[src/rtl/imem_loader_pkg.sv]
// rtl/imem_loader_pkg.sv - shared states and framing constants for the instruction-memory loader
package imem_loader_pkg;

    typedef enum logic [2:0] {
        ST_IDLE,
        ST_HDR,
        ST_DATA,
        ST_CSUM,
        ST_DONE,
        ST_ERR
    } state_e;

    localparam int HDR_BYTES  = 4;
    localparam int WORD_BYTES = 4;

    // Header, data and checksum words all arrive most-significant byte first.
    localparam bit BIG_ENDIAN = 1'b1;

endpackage

[src/rtl/imem_loader_if.sv]
// rtl/imem_loader_if.sv - byte stream in and instruction-memory write port out of the loader
interface imem_loader_if #(
    parameter int ADDR_W = 14
) ();

    logic              rx_valid;
    logic [7:0]        rx_data;
    logic              rx_ready;
    logic              wr_en;
    logic [ADDR_W-1:0] wr_addr;
    logic [31:0]       wr_data;

    modport master (
        input  rx_valid, rx_data,
        output rx_ready, wr_en, wr_addr, wr_data
    );

    modport slave (
        output rx_valid, rx_data,
        input  rx_ready, wr_en, wr_addr, wr_data
    );

endinterface

[src/rtl/imem_word_assembler.sv]
// rtl/imem_word_assembler.sv - shifts accepted bytes into 32-bit words, flagging the last byte of each
module imem_word_assembler
    import imem_loader_pkg::*;
(
    input  logic        clk,
    input  logic        reset,
    input  logic        clear,
    input  logic        byte_valid,
    input  logic [7:0]  byte_data,
    output logic        word_valid,
    output logic [31:0] word
);

    localparam logic [1:0] LAST_CNT = 2'(WORD_BYTES - 1);

    logic [1:0]  cnt_q, cnt_d;
    logic [31:0] shift_q, shift_d;

    // word is the completed value including the byte being accepted this cycle.
    always_comb begin
        word       = BIG_ENDIAN ? {shift_q[23:0], byte_data} : {byte_data, shift_q[31:8]};
        word_valid = byte_valid && (cnt_q == LAST_CNT);
        cnt_d      = cnt_q;
        shift_d    = shift_q;
        if (clear) begin
            cnt_d   = '0;
            shift_d = '0;
        end else if (byte_valid) begin
            cnt_d   = cnt_q + 2'd1;
            shift_d = word;
        end
    end

    always_ff @(posedge clk) begin
        if (reset) begin
            cnt_q   <= '0;
            shift_q <= '0;
        end else begin
            cnt_q   <= cnt_d;
            shift_q <= shift_d;
        end
    end

endmodule

[src/rtl/imem_loader.sv]
// rtl/imem_loader.sv - framed byte-stream loader into instruction memory; IMEM_LOADER_CHECKSUM_EN adds a trailing checksum word
module imem_loader
    import imem_loader_pkg::*;
#(
    parameter int ADDR_W    = 14,
    parameter int MAX_WORDS = 16384
) (
    input  logic            clk,
    input  logic            reset,
    input  logic            start,
    imem_loader_if.master   bus,
    output logic            cpu_hold,
    output logic            busy,
    output logic            done,
    output logic            err,
    output logic [ADDR_W:0] word_count
);

    localparam logic [ADDR_W:0]   CNT_ONE  = (ADDR_W + 1)'(1);
    localparam logic [ADDR_W-1:0] ADDR_ONE = ADDR_W'(1);
    localparam logic [31:0]       MAX_N    = 32'(MAX_WORDS);

    state_e            state_q, state_d;
    logic              rx_ready_q, rx_ready_d;
    logic              wr_en_q, wr_en_d;
    logic [ADDR_W-1:0] wr_addr_q, wr_addr_d;
    logic [31:0]       wr_data_q, wr_data_d;
    logic              cpu_hold_q, cpu_hold_d;
    logic              busy_q, busy_d;
    logic              done_q, done_d;
    logic              err_q, err_d;
    logic [ADDR_W:0]   word_count_q, word_count_d;
    logic [ADDR_W:0]   n_q, n_d;
`ifdef IMEM_LOADER_CHECKSUM_EN
    logic [31:0]       sum_q, sum_d;
`endif

    logic        rx_fire;
    logic        asm_clear;
    logic        word_valid;
    logic [31:0] word;
    logic        last_word;

    assign rx_fire   = bus.rx_valid && rx_ready_q;
    assign last_word = (word_count_q + CNT_ONE) == n_q;

    imem_word_assembler u_asm (
        .clk        (clk),
        .reset      (reset),
        .clear      (asm_clear),
        .byte_valid (rx_fire),
        .byte_data  (bus.rx_data),
        .word_valid (word_valid),
        .word       (word)
    );

    // All outputs are registered: each branch sets the values seen in the next state.
    always_comb begin
        state_d      = state_q;
        rx_ready_d   = rx_ready_q;
        wr_en_d      = 1'b0;
        wr_addr_d    = wr_addr_q;
        wr_data_d    = wr_data_q;
        cpu_hold_d   = cpu_hold_q;
        busy_d       = busy_q;
        done_d       = 1'b0;
        err_d        = err_q;
        word_count_d = word_count_q;
        n_d          = n_q;
        asm_clear    = 1'b0;
`ifdef IMEM_LOADER_CHECKSUM_EN
        sum_d        = sum_q;
`endif

        // Address stays on the last written word so it never passes MAX_WORDS-1.
        if (wr_en_q) begin
            word_count_d = word_count_q + CNT_ONE;
            if (!last_word) wr_addr_d = wr_addr_q + ADDR_ONE;
        end

        case (state_q)
            ST_IDLE, ST_ERR: begin
                if (start) begin
                    state_d      = ST_HDR;
                    rx_ready_d   = 1'b1;
                    cpu_hold_d   = 1'b1;
                    busy_d       = 1'b1;
                    err_d        = 1'b0;
                    word_count_d = '0;
                    wr_addr_d    = '0;
                    asm_clear    = 1'b1;
`ifdef IMEM_LOADER_CHECKSUM_EN
                    sum_d        = '0;
`endif
                end
            end
            ST_HDR: begin
                if (word_valid) begin
                    n_d = word[ADDR_W:0];
                    if (word > MAX_N) begin
                        state_d    = ST_ERR;
                        err_d      = 1'b1;
                        busy_d     = 1'b0;
                        rx_ready_d = 1'b0;
                    end else if (word == 32'd0) begin
`ifdef IMEM_LOADER_CHECKSUM_EN
                        state_d    = ST_CSUM;
`else
                        state_d    = ST_DONE;
                        done_d     = 1'b1;
                        cpu_hold_d = 1'b0;
                        busy_d     = 1'b0;
                        rx_ready_d = 1'b0;
`endif
                    end else begin
                        state_d = ST_DATA;
                    end
                end
            end
            ST_DATA: begin
                if (word_valid) begin
                    wr_en_d    = 1'b1;
                    wr_data_d  = word;
                    rx_ready_d = !last_word;
`ifdef IMEM_LOADER_CHECKSUM_EN
                    sum_d      = sum_q + word;
`endif
                end
                if (wr_en_q && last_word) begin
`ifdef IMEM_LOADER_CHECKSUM_EN
                    state_d    = ST_CSUM;
                    rx_ready_d = 1'b1;
`else
                    state_d    = ST_DONE;
                    done_d     = 1'b1;
                    cpu_hold_d = 1'b0;
                    busy_d     = 1'b0;
                    rx_ready_d = 1'b0;
`endif
                end
            end
            ST_CSUM: begin
`ifdef IMEM_LOADER_CHECKSUM_EN
                if (word_valid) begin
                    rx_ready_d = 1'b0;
                    busy_d     = 1'b0;
                    if (word == sum_q) begin
                        state_d    = ST_DONE;
                        done_d     = 1'b1;
                        cpu_hold_d = 1'b0;
                    end else begin
                        state_d = ST_ERR;
                        err_d   = 1'b1;
                    end
                end
`else
                state_d = ST_IDLE;
`endif
            end
            ST_DONE: begin
                state_d = ST_IDLE;
            end
            default: begin
                state_d = ST_IDLE;
            end
        endcase
    end

    always_ff @(posedge clk) begin
        if (reset) begin
            state_q      <= ST_IDLE;
            rx_ready_q   <= 1'b0;
            wr_en_q      <= 1'b0;
            wr_addr_q    <= '0;
            wr_data_q    <= '0;
            cpu_hold_q   <= 1'b0;
            busy_q       <= 1'b0;
            done_q       <= 1'b0;
            err_q        <= 1'b0;
            word_count_q <= '0;
            n_q          <= '0;
`ifdef IMEM_LOADER_CHECKSUM_EN
            sum_q        <= '0;
`endif
        end else begin
            state_q      <= state_d;
            rx_ready_q   <= rx_ready_d;
            wr_en_q      <= wr_en_d;
            wr_addr_q    <= wr_addr_d;
            wr_data_q    <= wr_data_d;
            cpu_hold_q   <= cpu_hold_d;
            busy_q       <= busy_d;
            done_q       <= done_d;
            err_q        <= err_d;
            word_count_q <= word_count_d;
            n_q          <= n_d;
`ifdef IMEM_LOADER_CHECKSUM_EN
            sum_q        <= sum_d;
`endif
        end
    end

    assign bus.rx_ready = rx_ready_q;
    assign bus.wr_en    = wr_en_q;
    assign bus.wr_addr  = wr_addr_q;
    assign bus.wr_data  = wr_data_q;
    assign cpu_hold     = cpu_hold_q;
    assign busy         = busy_q;
    assign done         = done_q;
    assign err          = err_q;
    assign word_count   = word_count_q;

endmodule

[src/flat_wrapper.sv]
// flat-port wrapper written by rule: the top's interface ports become plain ports
module imem_loader_flat import imem_loader_pkg::*;
#(
    parameter int ADDR_W    = 14,
    parameter int MAX_WORDS = 16384
)
  (clk, reset, start, cpu_hold, busy, done, err, word_count, bus_rx_valid, bus_rx_data, bus_rx_ready, bus_wr_en, bus_wr_addr, bus_wr_data);
  imem_loader_if #(.ADDR_W(ADDR_W)) bus_i ();
  input  logic clk;
  input  logic reset;
  input  logic start;
  output logic cpu_hold;
  output logic busy;
  output logic done;
  output logic err;
  output logic [ADDR_W:0] word_count;
  input wire logic [$bits(bus_i.rx_valid)-1:0] bus_rx_valid;
  input wire logic [$bits(bus_i.rx_data)-1:0] bus_rx_data;
  output wire logic [$bits(bus_i.rx_ready)-1:0] bus_rx_ready;
  output wire logic [$bits(bus_i.wr_en)-1:0] bus_wr_en;
  output wire logic [$bits(bus_i.wr_addr)-1:0] bus_wr_addr;
  output wire logic [$bits(bus_i.wr_data)-1:0] bus_wr_data;
  assign bus_i.rx_valid = bus_rx_valid;
  assign bus_i.rx_data = bus_rx_data;
  assign bus_rx_ready = bus_i.rx_ready;
  assign bus_wr_en = bus_i.wr_en;
  assign bus_wr_addr = bus_i.wr_addr;
  assign bus_wr_data = bus_i.wr_data;
  imem_loader #(.ADDR_W(ADDR_W), .MAX_WORDS(MAX_WORDS)) u_core (.clk(clk), .reset(reset), .start(start), .bus(bus_i), .cpu_hold(cpu_hold), .busy(busy), .done(done), .err(err), .word_count(word_count));
endmodule
[config.mk]
export PLATFORM = sky130hd
export DESIGN_NAME = imem_loader_flat
export DESIGN_NICKNAME = d
export VERILOG_FILES = /design/src/rtl/imem_loader_pkg.sv /design/src/rtl/imem_loader_if.sv /design/src/rtl/imem_word_assembler.sv /design/src/rtl/imem_loader.sv /design/src/flat_wrapper.sv
export SDC_FILE = /design/constraint.sdc
export NUM_CORES = 1
export LEC_CHECK = 0
export ABC_CLOCK_PERIOD_IN_PS = 7300
export BUFFER_PORTS_ARGS = -buffer_cell sky130_fd_sc_hd__buf_2
export CAP_MARGIN = 25
export CORE_UTILIZATION = 30
export DETAILED_ROUTE_END_ITERATION = 8
export GPL_ROUTABILITY_DRIVEN = 0
export GPL_TIMING_DRIVEN = 1
export PLACE_DENSITY_LB_ADDON = 0.05
export SYNTH_ARGS = -nofsm -noshare
export SYNTH_HDL_FRONTEND = slang
export SYNTH_SLANG_ARGS = --single-unit
export TNS_END_PERCENT = 20
[constraint.sdc]
create_clock -name clk -period 7.3 [get_ports clk]
set_input_delay 0.365 -clock clk [delete_from_list [all_inputs] [get_ports clk]]
set_output_delay 0.365 -clock clk [all_outputs]
set_load 0.1 [all_outputs]
==> impl_metrics.toml, run 1 <==
[timing]
fin_worst_skew_ns = 0.01260
layout_setup_ws_ns = 4.279
slew_viol_final = 0
post-route-period-util = 0.4139
finalCriticalPeriod_ns = 3.021
max_freq_ghz = 0.3310
hold_viol_final = 0
setup-violations-final = 0
relSlewSlack = 0.4377
rsz0062_at_grt = "no"
fin_tns_setup_ns = 0
worst_slew_pin_slew_ns = 0.8414

[floorplan]
die_area_mm2 = 0.01684
initial_utilization = 0.3082
die_width_um = 129.8
fp.coreArea_mm2 = 0.01589
io_pins = 79
dieHeight_um = 129.8
rows = 46

[cells_and_area]
seq_area_mm2 = 0.002222
fin_nets = 692
synthToLayoutAreaGrowth_pct = 18.32
fillers = 1712
drive_gt1_frac = 0.1613
multi_input_area_mm2 = 0.002477
fin_cells = 898
num_antenna_cells = 0

[cts]
numCtsBuffers = 9
clk_latency_ns = 0.36
clockBufferDepth = 2
htree_levels = 3
path_clk_slew_ns = 0.08
cts_tree = "done"
post_cts_buffers = 0
cts.sinks = 111
clock-root-buffer = "clkbuf_16"
cts_hold_buf = 0
cts_resized = 0

[hold_path]
min_delay_path_depth = 2
hp-class = "in -> reg"
hold-path-endpoint = "u_core.state_q[2]$_SDFFE_PP0P_"
min-delay-start = "reset"

[critical_path]
cp-end-kind = "flop"
crit_path_start = "u_core.word_count[0]$_SDFF_PP0_"
worstPathArrival_ns = 3.28
crit_chain = "ha_1 > nand4_1 > o32a_1 > nor3_1 > a41oi_2 > nand4_1 > xor2_1 > nor2_1"
required_ns = 7.56
slowest_delay_ns = 0.53
rr_endpoint = "u_core.bus.wr_addr[12]$_SDFF_PP0_"
r2r_slack_ns = 4.28
r2r_start = "u_core.word_count[0]$_SDFF_PP0_"
critPathLaunchType = "flop"
critPathMaxFanout = 14
critical_path_class = "reg -> reg"
reg2reg_depth = 8
crit_slowest_cell = "dfxtp_1"
cpMostUsedCell = "nand4_1"

[yosys]
ys_seq_area_frac = 0.4539
yosys-top-cells-area = "dfxtp_1 45%, nand2_1 12%, a21oi_1 8.3%, xor2_1 4.1%, nor2_1 3.8%"
post-synth-top-count-cell = "nand2_1"
syn_inst = 623
yosys_register_bits = 111
postSynthNetCount = 638
synthArstFlopShare = 0
synth_top_area_cell = "dfxtp_1"
synth_edf_count = 0
ys.flop_type = "dfxtp_1"
synth_top_area_share = 0.4539
synth.cell_area_mm2 = 0.004896
syn_avg_cell_area_um2 = 7.859
synthTopCellsByCount = "162 x nand2_1, 111 x dfxtp_1, 81 x a21oi_1"
synth_cell_types = 50
ys_warn_count = 0

[run]
maxCapViolCount = 0

[placed_design]
hpwlAfterDp_um = 9151
placedCellCount = 880
pre_cts_ws_ns = 4.265
portBuffers = 78

[drt]
drt_iter0_drc = 279
vias = 4311
ant_nets = 0
vias_per_cell = 4.801
wl_per_cell_um = 14.59
drc = 0
drt-total-wl_um = 13100
dr.pass1.iters = 4

[global_route]
track_usage = 0.1652
grt.overflow.total = 0
grt_pass1_wl_um = 21600
antenna_found_initial = 0
grt_pass1_vias = 4172
grt_max_degree = 57

[power]
peakVddDrop_mv = 0.1134
power_density_mw_per_mm2 = 238.0
power_mw = 1.379
power_leakage_nw = 2.142

[run_status]
status = "complete, no violations"
==> flip-flops by register name (all words and copies together) (netlist names) <==
signal	cells
u_core.state_q	3
u_core.err	1
u_core.n_q	15
u_core.done	1
u_core.cpu_hold	1
u_core.busy	1
u_core.bus.rx_ready	1
u_core.bus.wr_addr	14
u_core.u_asm.cnt_q	2
u_core.word_count	15
u_core.bus.wr_data	32
u_core.bus.wr_en	1
u_core.u_asm.shift_q	24
==> layout by cell type, fill, tap and decap left out, types with 9 or more instances in the layout <==
cell type,n
and3_1,9
nand4_1,21
xnor2_1,21
nor2_1,50
buf_2,78
a21oi_1,81
nor3_1,15
nand3_1,10
dfxtp_1,111
nand2_1,162
nor4_1,10
xor2_1,23
clkbuf_16,9
==> area by class of cell <==
type / count / share of cell area
multi-input combinational: 464 / 0.4276
timing repair buffer: 83 / 0.08510
clock buffer: 9 / 0.03888
inverter: 8 / 0.005184
tap: 216 / 0.04665
clock inverter: 7 / 0.01296
sequential: 111 / 0.3836
==> per-layer routing <==
layer / GRT usage / vias up / routed length (µm)
met1: 0.2285 / 1998 / 6621
li1: - / 2223 / -
met4: 0.06430 / 0 / 247
met5: 0 / - / 0
met2: 0.2523 / 74 / 5754
met3: 0.03321 / 16 / 474
==> where the power goes <==
group	internal [mW]	switching, mW	total, mW
Sequential	0.623	0.0302	0.654
Combinational	0.0671	0.161	0.228
Clock	0.242	0.254	0.497
==> through the flow <==
| stage | hold slack, ns | area [µm²] | utilization |
|---|---|---|---|
| detailed placement | 0.4451 | 5445 | 0.3428 |
| finish | 0.2687 | 5793 | 0.3647 |
| floorplan | 0.4400 | 4896 | - |
| CTS | 0.2833 | 5746 | 0.3617 |
| global placement | 0.4423 | 5398 | 0.3398 |
| global route | 0.2634 | 5793 | 0.3647 |
==> worst max-delay path: cells and delay by family, from the launching register on <==
kind	cells	cell delay [ns]
compound gates	2	0.91
xor+xnor	1	0.16
fa+ha+maj	1	0.36
flops	1	0.53
simple gates	4	0.96
==> kinds of logic (layout without fill, tap and decap cells) <==
family / count (synthesis) / count (layout) / synth area share
buffers and inverters: 48 / 107 / 0.04114
and+or+nand+nor: 298 / 298 / 0.2712
muxes: 3 / 3 / 0.006134
adders and majority gates: 3 / 3 / 0.007668
xor gates and xnor gates: 44 / 44 / 0.07871
AOI/OAI and AO/OA: 116 / 116 / 0.1413
DFF: 111 / 111 / 0.4539
==> how the worst max path moves through the flow <==
stage / cells past startpoint / endpoint
after global routing: 9 / u_core.bus.wr_addr[13]$_SDFF_PP0_
after floorplan: 9 / u_core.bus.wr_addr[12]$_SDFF_PP0_
final: 8 / u_core.bus.wr_addr[12]$_SDFF_PP0_
after detailed placement: 9 / u_core.bus.wr_addr[12]$_SDFF_PP0_
after global placement: 9 / u_core.bus.wr_addr[8]$_SDFF_PP0_
after CTS: 9 / u_core.bus.wr_addr[8]$_SDFF_PP0_
(Power assumes the default switching activity.)
==> run 2: changes to the inputs <==
- ABC_CLOCK_PERIOD_IN_PS: 7300 -> 2600
- clock period: 7.3 -> 2.6 ns (I/O delays scaled with it)
==> run 2 against run 1 <==
Utilization up 0.47 points. Clock skew down 0.0045 ns. Critical endpoint is now u_core.bus.rx_ready$_SDFFE_PP0P_. Via count up 3.3%. Non-clock buffer count up 7. Wire length up 2.5%. Total power rose to 2.9 times the previous value. Setup slack worse by 4.2 ns. Global-route usage up 0.27 points. First-iteration DRC count up 6.5%. Cell area up 1.3%. Flip-flop and latch count unchanged. Clock power rose to 3.0 times the previous value. Highest routed layer unchanged.
==> impl_metrics.toml, run 2 (synthesized netlist as in run 1, its figures left out) <==
[global_route]
grt.overflow.total = 0
grt_pass1_wl_um = 21940
grt_pass1_vias = 4180
antenna_found_initial = 0
use_met1 = 0.2254
busiest_layer = "met2"
grtUsageMet3 = 0.04018
met2_usage = 0.2627
grt_max_degree = 34
track_usage = 0.1679

[cells_and_area]
fin_nets = 699
num_antenna_cells = 0
synthToLayoutAreaGrowth_pct = 19.86
layout_common_cells = "162 x nand2_1, 96 x dfxtp_1, 81 x a21oi_1"
fillers = 1736
post-route-cell-area_mm2 = 0.005868
fin_util = 0.3694
seq_area_mm2 = 0.002261
largest_register_ff_count = 32
drive_gt1_frac = 0.1974
final_common_cell = "nand2_1"
multi_input_area_mm2 = 0.002500

[hold_path]
hold-path-endpoint = "u_core.bus.wr_data[5]$_SDFFE_PP0P_"
min_delay_path_depth = 3
hp-class = "in -> reg"
min-delay-start = "bus_rx_data[5]"

[timing]
relSlewSlack = 0.4070
setup-violations-final = 0
max_freq_ghz = 0.4034
post-route-period-util = 0.9534
finalCriticalPeriod_ns = 2.479
hold_viol_final = 0
slew_viol_final = 0
rsz0062_at_grt = "no"
worst_slew_pin_slew_ns = 0.8874
fin_worst_skew_ns = 0.008079
fin_tns_setup_ns = 0

[drt]
wl_per_cell_um = 14.84
dr.pass1.iters = 5
drt-total-wl_um = 13430
drc = 0
vias_per_cell = 4.920
vias = 4453
ant_nets = 0
drt_iter0_drc = 297

[cts]
cts_hold_buf = 0
clk_latency_ns = 0.35
clockBufferDepth = 2
cts_tree = "done"
path_clk_slew_ns = 0.08
cts.sinks = 111
htree_levels = 3
clock-root-buffer = "clkbuf_16"
numCtsBuffers = 9

[critical_path]
r2r_slack_ns = 0.12
rr_endpoint = "u_core.bus.rx_ready$_SDFFE_PP0P_"
critical_path_class = "reg -> reg"
worstPathArrival_ns = 2.73
crit_chain = "ha_2 > buf_4 > nand3_1 > a311oi_1 > nand4_1 > nor3_2 > nand4_2 > o21ai_4 > o21bai_1 > a32o_1"
critPathLaunchType = "flop"
required_ns = 2.85
critPathMaxFanout = 7
reg2reg_depth = 10
cp-end-kind = "flop"
crit_slowest_cell = "dfxtp_4"
slowest_delay_ns = 0.41
r2r_start = "u_core.word_count[0]$_SDFF_PP0_"

[power]
peakVddDrop_mv = 0.3203
p_sw_mw = 1.234
comb_power_share = 0.158
power_frac_clock = 0.378
p_seq_frac = 0.464
power_mw = 3.948
swShare = 0.3125
intPower_mw = 2.714
power_leakage_nw = 2.176
power_density_mw_per_mm2 = 672.9

[floorplan]
dieHeight_um = 129.8
initial_utilization = 0.3082
die_area_mm2 = 0.01684
rows = 46
fp.coreArea_mm2 = 0.01589
io_pins = 79
die_width_um = 129.8

[placed_design]
portBuffers = 78
postPlaceCellArea_mm2 = 0.005507
hpwlAfterDp_um = 9454

[run_status]
status = "complete, no violations"

[run]
maxCapViolCount = 0
-- run 2: changes by cell type in the layout (fill, tap and decap cells not counted), moves of 2 or more --
| cell | before | now |
|---|---|---|
| dfxtp_4 | 0 | 8 |
| dfxtp_2 | 0 | 7 |
| inv_8 | 0 | 2 |
| buf_4 | 1 | 11 |
| dfxtp_1 | 111 | 96 |
| inv_6 | 3 | 1 |
| buf_16 | 2 | 0 |
| buf_12 | 2 | 0 |
-- run 2: through the flow --
| step | hold slack, ns | setup WS (ns) | instances |
|---|---|---|---|
| 6_report | 0.05703 | 0.1211 | 905 |
| 3_3_place_gp | 0.4304 | 0.1123 | 887 |
| 4_1_cts | 0.03755 | 0.01670 | 903 |
| 3_5_place_dp | 0.4337 | 0.02561 | 887 |
| 2_1_floorplan | 0.2660 | -0.001837 | 623 |
| 5_1_grt | 0.04762 | 0.004370 | 905 |
-- run 2: worst max-delay path, delay by kind of cell, from the launching register on --
kind                     cells  cell delay, ns
AO/OA/AOI/OAI                4            0.90
adder cells (fa/ha/maj)      1            0.20
buffers and inverters        1            0.13
flip-flops                   1            0.41
AND/OR/NAND/NOR              4            0.73
-- run 2: cell type report --
cell class,count,area share
clock buffer,10,0.04072
timing repair buffer,90,0.08252
clock inverter,6,0.01429
tap,216,0.04606
sequential,111,0.3853
multi-input combinational,464,0.4260
inverter,8,0.005117
-- run 2: power groups by stage --
| stage | clock network [mW] | registers [mW] | logic, mW |
|---|---|---|---|
| 6_report | 1.49 | 1.83 | 0.624 |
| 5_1_grt | 1.62 | 1.85 | 0.675 |
| 2_1_floorplan | 0 | 1.97 | 0.366 |
| 3_3_place_gp | 0 | 1.87 | 0.619 |
| 3_5_place_dp | 0 | 1.87 | 0.626 |
| 4_1_cts | 1.55 | 1.83 | 0.629 |
-- run 2: how the worst max path moves through the flow --
stage                     depth (start not counted)                        startpoint                                 to  slack (ns)
after floorplan                                   8  u_core.word_count[13]$_SDFF_PP0_  u_core.bus.wr_addr[12]$_SDFF_PP0_      -0.002
after detailed placement                          8   u_core.word_count[0]$_SDFF_PP0_   u_core.bus.rx_ready$_SDFFE_PP0P_        0.03
after global routing                             10   u_core.word_count[0]$_SDFF_PP0_   u_core.bus.rx_ready$_SDFFE_PP0P_       0.004
final                                            10   u_core.word_count[0]$_SDFF_PP0_   u_core.bus.rx_ready$_SDFFE_PP0P_        0.12
after CTS                                         8   u_core.word_count[0]$_SDFF_PP0_   u_core.bus.rx_ready$_SDFFE_PP0P_        0.02
after global placement                            8   u_core.word_count[0]$_SDFF_PP0_   u_core.bus.rx_ready$_SDFFE_PP0P_        0.11
-- run 2: per-layer routing --
layer  routed length [µm]  part of all wire
met5                    0                 0
met4                  239             0.018
met1                 6530              0.49
met2                 6060              0.45
met3                  599             0.045
-- run 2: repair_timing --
action                     CTS  global route
buffers inserted             0             2
setup endpoints to repair    0            14
resized for setup            0             5
==> run 3: changes to the inputs <==
- CELL_PAD_IN_SITES_DETAIL_PLACEMENT: default -> 1
- CELL_PAD_IN_SITES_GLOBAL_PLACEMENT: default -> 2
- CORE_UTILIZATION: 30 -> 29
==> run 3 against run 2 <==
Critical path type unchanged. Register-to-register slack got worse by 0.05 ns. Fmax fell by 2.1%. First-iteration DRC count fell by 30%. Setup slack got worse by 0.053 ns. Flip-flop and latch count is the same. Via count is 1.1% higher. Critical endpoint unchanged. Non-clock buffer count rose by 4. Clock-buffer cell count grew 1.
==> impl_metrics.toml, run 3 (synthesized netlist as in run 1, its figures left out) <==
[run_status]
status = "complete, no violations"

[timing]
relSlewSlack = 0.3681
fin_worst_skew_ns = 0.008388
rsz0062_at_grt = "yes"
post-route-period-util = 0.9736
slew_viol_final = 0
hold_slack_ns = 0.07179
worst_slew_pin_slew_ns = 0.9443
setup-violations-final = 0
max_freq_ghz = 0.3950
finalCriticalPeriod_ns = 2.531
hold_viol_final = 0

[cts]
htree_levels = 3
numCtsBuffers = 9
clk_latency_ns = 0.35
cts.sinks = 111
cts_tree = "done"
path_clk_slew_ns = 0.08
clockBufferDepth = 2
clock-root-buffer = "clkbuf_16"

[floorplan]
die_area_mm2 = 0.01741
initial_utilization = 0.2963
die_width_um = 131.9
rows = 47
dieHeight_um = 131.9
io_pins = 79
fp.coreArea_mm2 = 0.01652

[critical_path]
critPathMaxFanout = 6
critical_path_class = "reg -> reg"
required_ns = 2.84
critPathLaunchType = "flop"
crit_slowest_cell = "dfxtp_4"
worstPathArrival_ns = 2.77
cp_top_family = "compound AO/OA/AOI/OAI gates"
rr_endpoint = "u_core.bus.rx_ready$_SDFFE_PP0P_"
r2r_slack_ns = 0.07
slowest_delay_ns = 0.39
cp_num_buf_inv = 1
r2r_start = "u_core.word_count[1]$_SDFF_PP0_"
reg2reg_depth = 10
cp-end-kind = "flop"
crit_chain = "ha_4 > nand4_1 > buf_4 > xnor2_2 > a2111o_1 > o311ai_4 > nand4_4 > o21ai_4 > o21bai_1 > a32o_1"

[global_route]
grt_pass1_vias = 4646
grt_pass1_wl_um = 24650
antenna_found_initial = 0
track_usage = 0.1784
grt.overflow.total = 0
grt_max_degree = 41

[drt]
vias = 4500
vias_per_cell = 4.929
drt_iter0_drc = 209
wl_per_cell_um = 16.38
drt-total-wl_um = 14960
dr.pass1.iters = 4
ant_nets = 0
drc = 0

[cells_and_area]
final_common_cell = "nand2_1"
post-route-cell-area_mm2 = 0.005954
fin_util = 0.3603
largest_register_ff_count = 32
drive_gt1_frac = 0.2049
fillers = 2006
num_antenna_cells = 0
synthToLayoutAreaGrowth_pct = 21.62
fin_nets = 703
layout_common_cells = "162 x nand2_1, 96 x dfxtp_1, 81 x a21oi_1"

[placed_design]
hpwlAfterDp_um = 10470
postPlaceCellArea_mm2 = 0.005504
portBuffers = 78

[power]
power_leakage_nw = 2.210
peakVddDrop_mv = 0.3016
power_mw = 3.909
power_density_mw_per_mm2 = 656.5

[hold_path]
hp-class = "in -> reg"
min-delay-start = "bus_rx_data[7]"
hold-path-endpoint = "u_core.u_asm.shift_q[7]$_SDFFE_PP0P_"
min_delay_path_depth = 3

[run]
maxCapViolCount = 0
[run 3: final cells by class]
type	count	area, µm²	area share
inverter	8	30.03	0.005043
clock inverter	5	57.56	0.009666
clock buffer	11	242.7	0.04076
timing repair buffer	94	526.8	0.08846
multi-input combinational	464	2561	0.4301
tap	220	275.3	0.04623
sequential	111	2261	0.3797
[run 3: metrics by stage]
| step | setup TNS, ns | setup slack (ns) | std cells |
|---|---|---|---|
| 2_1_floorplan | -0.001837 | -0.001837 | 623 |
| 3_3_place_gp | 0 | 0.06857 | 890 |
| 3_5_place_dp | -0.07623 | -0.04591 | 890 |
| 4_1_cts | 0 | 0.01054 | 908 |
| 5_1_grt | -0.9516 | -0.09178 | 913 |
| 6_report | 0 | 0.06852 | 913 |
[run 3: how the worst max path moves through the flow]
| stage | from | end | slack (ns) | cells after the start |
|---|---|---|---|---|
| finish | u_core.word_count[1]$_SDFF_PP0_ | u_core.bus.rx_ready$_SDFFE_PP0P_ | 0.07 | 10 |
| global route | u_core.word_count[1]$_SDFF_PP0_ | u_core.bus.wr_addr[7]$_SDFF_PP0_ | -0.09 | 11 |
| CTS | u_core.word_count[0]$_SDFF_PP0_ | u_core.bus.rx_ready$_SDFFE_PP0P_ | 0.01 | 9 |
| detailed placement | u_core.word_count[0]$_SDFF_PP0_ | u_core.bus.rx_ready$_SDFFE_PP0P_ | -0.05 | 9 |
| global placement | u_core.word_count[0]$_SDFF_PP0_ | u_core.bus.rx_ready$_SDFFE_PP0P_ | 0.07 | 9 |
| floorplan | u_core.word_count[13]$_SDFF_PP0_ | u_core.bus.wr_addr[12]$_SDFF_PP0_ | -0.002 | 8 |
[run 3: worst reg2reg max path, cell delays in order (launching register included)]
cell and delay, ns:
dfxtp_4 0.39, ha_4 0.17, nand4_1 0.25, buf_4 0.25, xnor2_2 0.13, a2111o_1 0.34, o311ai_4 0.13, nand4_4 0.19
o21ai_4 0.26, o21bai_1 0.11, a32o_1 0.21
[run 3: layer usage]
metal | global-route usage | up-vias | share of wire
met5 | 0 | - | 0
met4 | 0.07171 | 0 | 0.020
met3 | 0.02768 | 21 | 0.031
met2 | 0.2901 | 80 | 0.46
met1 | 0.2360 | 2158 | 0.49
li1 | - | 2241 | -
[run 3: timing repair]
item | in CTS | in global routing
endpoints found under the setup margin | 15 | 19
resized for setup | 1 | 12
hold buffers | 0 | 0
setup buffers | 2 | 5
pin swaps | 1 | 6
[run 3: where the power goes]
part / switching [mW] / internal (mW) / total (mW)
Sequential: 0.0884 / 1.74 / 1.83
Clock: 0.656 / 0.778 / 1.43
Combinational: 0.470 / 0.174 / 0.644
